===== src/rtl/arbiter_response_engine.sv =====
// Arbiter-PUF far-end controller: drives the launch pulse and challenge
// slices into the delay line, synchronises the two racing outputs, decides
// each trial, majority-votes REPEAT trials per bit and assembles the
// N_RESP-bit response word.
//
// Handshake: a request is accepted only when istart is high while the
// engine is idle (obusy=0). There is no back-pressure; the result is
// presented by a single-cycle odone strobe, and oresponse/oerror/otie_cnt
// stay stable afterwards until the next accepted request.
module arbiter_response_engine #(
  parameter int N_STAGE       = 3,
  parameter int N_RESP        = 8,
  parameter int REPEAT        = 3,
  parameter int SETTLE_CYCLES = 4
) (
  input  logic                        iclk,
  input  logic                        irst,
  input  logic                        istart,
  input  logic [N_STAGE*N_RESP-1:0]   ichallenge,
  input  logic                        in_1,
  input  logic                        in_2,
  output logic                        opulse,
  output logic [N_STAGE-1:0]          ochallange,
  output logic [N_RESP-1:0]           oresponse,
  output logic                        odone,
  output logic                        obusy,
  output logic                        oerror,
  output logic [7:0]                  otie_cnt
);

  localparam int KW = (N_RESP > 1) ? $clog2(N_RESP) : 1;
  localparam int CW = $clog2(SETTLE_CYCLES);

  localparam logic [KW-1:0] K_LAST = KW'(N_RESP - 1);
  localparam logic [3:0]    T_LAST = 4'(REPEAT - 1);
  localparam logic [3:0]    HALF   = 4'(REPEAT / 2);
  localparam logic [CW-1:0] C_LAST = CW'(SETTLE_CYCLES - 1);

  typedef enum logic [2:0] {
    IDLE      = 3'd0,
    PRECHARGE = 3'd1,
    LAUNCH    = 3'd2,
    RACE      = 3'd3,
    RETIRE    = 3'd4,
    DONE      = 3'd5
  } state_t;

  // Current FSM state; kept as a named signal so checkers can bind to it.
  state_t state;

  logic                      s1_meta, s1, s2_meta, s2;
  logic [N_STAGE*N_RESP-1:0] chal_q;
  logic [KW-1:0]             k;
  logic [KW-1:0]             k_next;
  logic [3:0]                t;
  logic [3:0]                ones_cnt;
  logic [3:0]                ones_next;
  logic                      majority;
  logic                      vote;
  logic [CW-1:0]             cnt;
  logic [N_STAGE-1:0]        slices [N_RESP];

  // View of the latched challenge as one slice per response bit.
  for (genvar i = 0; i < N_RESP; i++) begin : g_slice
    assign slices[i] = chal_q[i*N_STAGE +: N_STAGE];
  end

  assign k_next    = k + KW'(1);
  assign ones_next = ones_cnt + {3'b000, vote};
  assign majority  = (ones_next > HALF);

  // Two-flop synchronisers for the racing delay-line outputs.
  always_ff @(posedge iclk or posedge irst) begin
    if (irst) begin
      s1_meta <= 1'b0;
      s1      <= 1'b0;
      s2_meta <= 1'b0;
      s2      <= 1'b0;
    end else begin
      s1_meta <= in_1;
      s1      <= s1_meta;
      s2_meta <= in_2;
      s2      <= s2_meta;
    end
  end

  // Request sequencing: precharge, launch, race decision, vote retirement.
  always_ff @(posedge iclk or posedge irst) begin
    if (irst) begin
      state      <= IDLE;
      chal_q     <= '0;
      k          <= '0;
      t          <= '0;
      ones_cnt   <= '0;
      vote       <= 1'b0;
      cnt        <= '0;
      opulse     <= 1'b0;
      ochallange <= '0;
      oresponse  <= '0;
      odone      <= 1'b0;
      obusy      <= 1'b0;
      oerror     <= 1'b0;
      otie_cnt   <= '0;
    end else begin
      odone <= 1'b0;
      case (state)
        IDLE: begin
          if (istart) begin
            chal_q     <= ichallenge;
            oresponse  <= '0;
            oerror     <= 1'b0;
            otie_cnt   <= '0;
            k          <= '0;
            t          <= '0;
            ones_cnt   <= '0;
            cnt        <= '0;
            ochallange <= ichallenge[N_STAGE-1:0];
            obusy      <= 1'b1;
            state      <= PRECHARGE;
          end
        end

        PRECHARGE: begin
          if (cnt == C_LAST) begin
            cnt <= '0;
            // Either line still high after precharge: the trial is void.
            if (s1 | s2) begin
              oerror <= 1'b1;
              vote   <= 1'b0;
              state  <= RETIRE;
            end else begin
              opulse <= 1'b1;
              state  <= LAUNCH;
            end
          end else begin
            cnt <= cnt + CW'(1);
          end
        end

        LAUNCH: begin
          cnt   <= '0;
          state <= RACE;
        end

        RACE: begin
          if (s1 && !s2) begin
            vote   <= 1'b1;
            opulse <= 1'b0;
            state  <= RETIRE;
          end else if (!s1 && s2) begin
            vote   <= 1'b0;
            opulse <= 1'b0;
            state  <= RETIRE;
          end else if (s1 && s2) begin
            vote     <= 1'b0;
            opulse   <= 1'b0;
            otie_cnt <= (otie_cnt == 8'hFF) ? otie_cnt : otie_cnt + 8'd1;
            state    <= RETIRE;
          end else if (cnt == C_LAST) begin
            vote   <= 1'b0;
            oerror <= 1'b1;
            opulse <= 1'b0;
            state  <= RETIRE;
          end else begin
            cnt <= cnt + CW'(1);
          end
        end

        RETIRE: begin
          cnt <= '0;
          if (t != T_LAST) begin
            t        <= t + 4'd1;
            ones_cnt <= ones_next;
            state    <= PRECHARGE;
          end else begin
            oresponse[k] <= majority;
            ones_cnt     <= '0;
            t            <= '0;
            if (k != K_LAST) begin
              k          <= k_next;
              ochallange <= slices[k_next];
              state      <= PRECHARGE;
            end else begin
              odone <= 1'b1;
              obusy <= 1'b0;
              state <= DONE;
            end
          end
        end

        DONE: begin
          state <= IDLE;
        end

        default: begin
          state <= IDLE;
        end
      endcase
    end
  end

endmodule


===== config.mk =====
export PLATFORM = sky130hd
export DESIGN_NAME = arbiter_response_engine
export DESIGN_NICKNAME = d
export VERILOG_FILES = /design/src/rtl/arbiter_response_engine.sv
export SDC_FILE = /design/constraint.sdc
export NUM_CORES = 1
export LEC_CHECK = 0
export ABC_AREA = 1
export CAP_MARGIN = 20
export CORE_MARGIN = 2
export CORE_UTILIZATION = 49
export DETAILED_ROUTE_END_ITERATION = 16
export PLACE_DENSITY = 0.76
export SLEW_MARGIN = 20
export SYNTH_ARGS = -nofsm -noshare
export SYNTH_HDL_FRONTEND = slang
export SYNTH_SLANG_ARGS = --single-unit

===== constraint.sdc =====
create_clock -name iclk -period 2.3 [get_ports iclk]
set_clock_uncertainty 0.05 [all_clocks]
set_input_delay 0.46 -clock iclk [delete_from_list [all_inputs] [get_ports iclk]]
set_output_delay 0.46 -clock iclk [all_outputs]
set_load 0.02 [all_outputs]

# [Word level (Yosys, flattened, before mapping)]
# Cells that the tools add are included.
[op_classes] addsub=5 magnitude_cmp=4 n_eq_ne=23 n_mux=70 n_bitwise=2 n_reduce_logical=24
[op_table] op="two-way mux 3 bit" count=17
[op_table] op="two-way mux 8 bit" count=6
[op_table] op="one-hot mux 8 bit (2 select lines)" count=2
[op_table] op="inequality test 2 bit, second input constant" count=14
[op_table] op="two-way mux 1 bit" count=23
[op_table] op="one-hot mux 4 bit (2 select lines)" count=2
[op_table] op="AND reduction 4 bit" count=4
[op_table] op="one-hot mux 3 bit (5 select lines)" count=1
[op_table] op="two-way mux 2 bit" count=6
[op_table] op="two-way mux 4 bit" count=3
[op_table] op="one-hot mux 3 bit (2 select lines)" count=2
[op_table] op="AND reduction 6 bit" count=2
[op_table] op="binary-select mux 3 bit (select 3 bit)" count=1
[op_table] op="adder 8 x 1 -> 8 bit, second input constant" count=1
[op_table] op="bitwise mux 8 bit" count=1
[op_table] op="== test 8 bit, second input constant" count=1
[op_table] op="one-hot mux 2 bit (4 select lines)" count=1
[op_table] op="AND reduction 8 bit" count=1
[op_table] op="== test 3 x 2 -> 1 bit, second input constant" count=2
[op_table] op="one-hot mux 1 bit (2 select lines)" count=3
[op_table] op="AND reduction 3 bit" count=2
[op_table] op="nonzero test 2 bit" count=3
[op_table] op="inequality test 5 bit, second input constant" count=1
[op_table] op="adder 4 x 1 -> 4 bit" count=1
[op_table] op="other kinds (23)" count=28
[totals] register_bits=68 inputBits=29 elab_cells=146

# [Longest topological paths before layout]
[logic_depth] ltp_word=8 mapped_depth=10 ltp_nobuf=9

# [Worst setup path before layout]
# Ideal clock, no wire load.
[synth_timing] kind="flip-flop to flip-flop" from="reg k[1]" to="reg ochallange[1]" t_arrival_ns=1.376 path_slack_ns=0.758 stages_incl_launch_ff=10 n_path_buf=1 synth_period_minus_slack_ns=1.542 cell_sequence="dfrtp_1 ha_1 clkbuf_1 inv_1 nand3_1 nand2_1 nand2_1 nand2_1 nor2_1 nor2_1"
[synth_between] elab_chain_len=8 elab_cells_between_ends=11 classes_between="add/sub: 1; eq/ne: 2; mux: 6; bitwise: 1; reduce/logical: 1"
[synth_rtl] item="start, declared" line_no="53" source="logic [KW-1:0] k;"
[synth_rtl] item="start signal, assigned" line_no="180" source="k <= k_next;"
[synth_rtl] item="adder 3 x 1 -> 3 bit" line_no="68" source="assign k_next = k + KW'(1);"
[synth_rtl] item="inverter 3 -> 4 bit (not written as such)" line_no="181" source="ochallange <= slices[k_next];"
[synth_rtl] item="binary-select mux 3 bit (select 3 bit)" line_no="181"
[synth_rtl] item="two-way mux 3 bit (not written as such) (2 in series)" line_no="181"
[synth_rtl] item="two-way mux 3 bit" line_no="179" source="if (k != K_LAST) begin"
[synth_rtl] item="two-way mux 3 bit" line_no="171" source="if (t != T_LAST) begin"
[synth_rtl] item="one-hot mux 3 bit (2 select lines)" line_no="106" source="case (state)"
[synth_rtl] item="end signal, assigned" line_no="117" source="ochallange <= ichallenge[N_STAGE-1:0];"
[synth_rtl] item="end signal, assigned" line_no="181"
[synth_rtl] item="end, declared" line_no="23" source="output logic [N_STAGE-1:0] ochallange,"
# Parallel ways exist; a longest one is shown, timed or not. The select of a mux whose other input is x is not followed.
# A chain may end at the register's enable or synchronous reset.

# [Final worst setup path]
[layout_timing] from="reg otie_cnt[5]" to="out otie_cnt[5]"
[layout_lines] item="start, declared" line_no="28" source="output logic [7:0] otie_cnt"
[layout_lines] item="start signal, assigned" line_no="157" source="otie_cnt <= (otie_cnt == 8'hFF) ? otie_cnt : otie_cnt + 8'd1;"
# No word-level cell between the ends.

==> metrics.txt <==
outcome=finished clean; Logic pwr share=0.414; total gr overflow=0; syn_nets=500; die outline area=~0.0081 sq mm; Sw Ratio=0.4015; Netlist cell types=30; Clk pwr share=0.226; CP Cell Sequence=clkdlybuf4s50_1; WL final=7.314 mm; placer's final routability congestion estimate=0.8400; Crit-path slowest cell=clkdlybuf4s50_1; hold_buf cts=0; clock-pin slew on the worst setup and hold paths=0.07 ns; part of the Yosys area used for sequential elements=0.4711; Syn-to-layout area delta=21.72%; largest net degree at the start of global routing=69; CTS tree=yes; global-route wire length before repair=12.90 mm; DIE WIDTH=roughly 90 um; Max Slew Vio Count=0; vias=3112; P_leak=2.052 nW; post-synth top area cell=dfrtp_1; H-tree depth=3; # resized after CTS=0; Synth area leaders=dfrtp_1 47%, nand2_1 15%, nand3_1 6.1%, inv_1 5.6%, o21ai_0 4.6%; Register Area=0.001702 sq mm; Final nets=~550; Power Density=between 1000 and 1500 mW/mm^2; biggest cell delay along the critical path=0.65 ns; number of diodes=0; Critical Path RT=1.79 ns; Max VDD drop=0.6098 mV; CP arrival=1.45 ns; synthesized instance count=463; Crit path max-delay family=buffers and inverters; crit path buf inv count=1; Slew Limit Headroom=0.7472; RSZ-0062 raised after global routing=no; post-synthesis register bit count=68; Sequential Power Share=0.360; count of antenna-violating nets left after detailed routing=0; endpoint class of the critical path=output pin; total global-route track usage=0.1948; Psw=~1.9 mW; crit start category=flop; Vias/cell=between 5 and 6; yosys synthesis warning count=0; initial antenna violation count=0; chip height=89.86 um; Filler Cell Count=665; Initial Utilization=0.5007; Root Buffer=clkbuf_8; Max-Cap Viols=0; Final Worst Setup Slack=0.3352 ns; post-DP HPWL=between 5 and 6 mm; Pint=around 2.9 mW; Worst Max-Slew Pin Slew=0.3779 ns; Worst Setup Path Type=reg -> out; Pre-antenna DRT Iters=4; Final Critical Period=1.965 ns; Fmax=509.0 MHz; Hold Fails Final Rpt=0; worst hold-check path type=reg -> reg; period utilization=0.8543; number of global-route vias before repair=2934; setup total negative slack=0 ns; number of core rows=31; clk buf depth=2; total CTS buffers=9; CTS sink count=68; worst skew pair latency=approximately 0.34 ns; drt drc=0; Post-Syn Area=~0.0036 sq mm; Setup Viol. Count Final=0; routed length per instance=11.83 um; Post-Place Setup Slack=approximately 0.34 ns; Core ar.=0.007214 sq mm; share of post-route cells with drive strength above 1=0.1021; Syn Area/Cell=approximately 7.8 sq um; Iteration-0 DRC Markers=183; crit-path max FO=8; Post-CTS Setup Bufs=0; share of the synthesized area in the top cell type=0.4711; # IOs=52; multi-input logic area=0.001563 sq mm; Port Buffers=between 50 and 60
synthesized netlist by cell type, drive strengths merged:
cell / number
a211o: 1
xor2: 1
o22ai: 3
xnor2: 2
buf: 12
o21ai: 59
a21oi: 4
dfrtp: 68
o211ai: 1
nand2: 154
nand3b: 2
nand3: 46
inv: 60
nor2: 31
or2: 2
ha: 8
nand4: 5
nor3: 1
clkbuf: 3
flip-flops by register name, summed over array words and instances, names as in the netlist, 2 cells and up:
name and flops:
oresponse 8, ones_cnt 4, k 3, otie_cnt 8
state 3, t 4, cnt 2, chal_q 24
ochallange 3
final timing paths:
kind / from / endpoint / slack [ns] / depth (start not counted)
max: otie_cnt[5] / otie_cnt[5] / 0.34 / 1
max reg2reg: state[0] / obusy / 0.43 / 7
min: s2_meta / s2 / 0.31 / 0
min in group asynchronous: irst / chal_q[19] / 0.46 / 3
min reg2reg: s2_meta / s2 / 0.31 / 0
max in group asynchronous: irst / chal_q[10] / 1.46 / 3
metrics by stage:
step	hold WS (ns)	instances	cell area [sq um]	power [mW]	utilization
final	0.3058	618	4397	4.798	0.6094
after global routing	0.3178	618	4397	5.202	0.6094
after CTS	0.3144	618	4397	4.836	0.6094
after detailed placement	0.2889	602	4179	3.728	0.5793
after global placement	0.2844	602	4179	3.667	0.5793
after floorplan	0.2812	463	3612	3.289	-
per-layer routing:
metal | global-route usage | part of all wire | up-vias
met5 | 0 | 0 | -
met4 | 0.07179 | 0.011 | 0
met3 | 0.04359 | 0.045 | 8
met2 | 0.3289 | 0.48 | 69
met1 | 0.2471 | 0.46 | 1463
li1 | - | - | 1572
power by group through the flow:
stage               Clock (mW)  Sequential [mW]  Combinational (mW)
detailed placement           0             1.75                1.97
CTS                       1.11             1.73                2.00
global route              1.16             1.77                2.27
finish                    1.08             1.73                1.99
global placement             0             1.74                1.93
floorplan                    0             1.78                1.51
kinds of logic (layout without fill, tap and decap cells):
kind of cell             count (synthesis)  in the layout  share of synthesized area
AND/OR/NAND/NOR                        241            241                     0.2896
buffers and inverters                   75            131                    0.09629
AO/OA/AOI/OAI                           68             68                     0.1081
flip-flops                              68             68                     0.4711
adder cells (fa/ha/maj)                  8              8                    0.02771
XOR/XNOR                                 3              3                   0.007275
layout by cell type, fill, tap and decap left out:
master and instances:
ha_1 8, buf_4 2, nor2_4 1, xor2_1 1, clkbuf_1 2, inv_2 7, xnor2_1 2, bufinv_16 2
dfrtp_1 68, or2_2 2, nand3b_1 2, nand4_1 5, clkdlybuf4s50_1 51, a211o_2 1, nand3_1 44, clkinv_2 1
o21ai_1 17, clkinvlp_4 1, o21ai_0 33, nor2_2 1, nand3_2 2, nand2_4 2, o21ai_2 9, nor2_1 29
nand2_2 9, clkbuf_8 10, buf_12 2, o211ai_2 1, o22ai_1 3, a21oi_1 4, nor3_1 1, nand2_1 143
inv_1 53
area by class of cell:
cell class,count,share of cell area
flip-flops and latches,68,0.3870
multi-input cells,320,0.3554
repair buffers,55,0.1286
inverters,60,0.05122
clock buffers,12,0.03301
well taps,99,0.02817
clock inverters,4,0.01651
(Power assumes the default switching activity.)
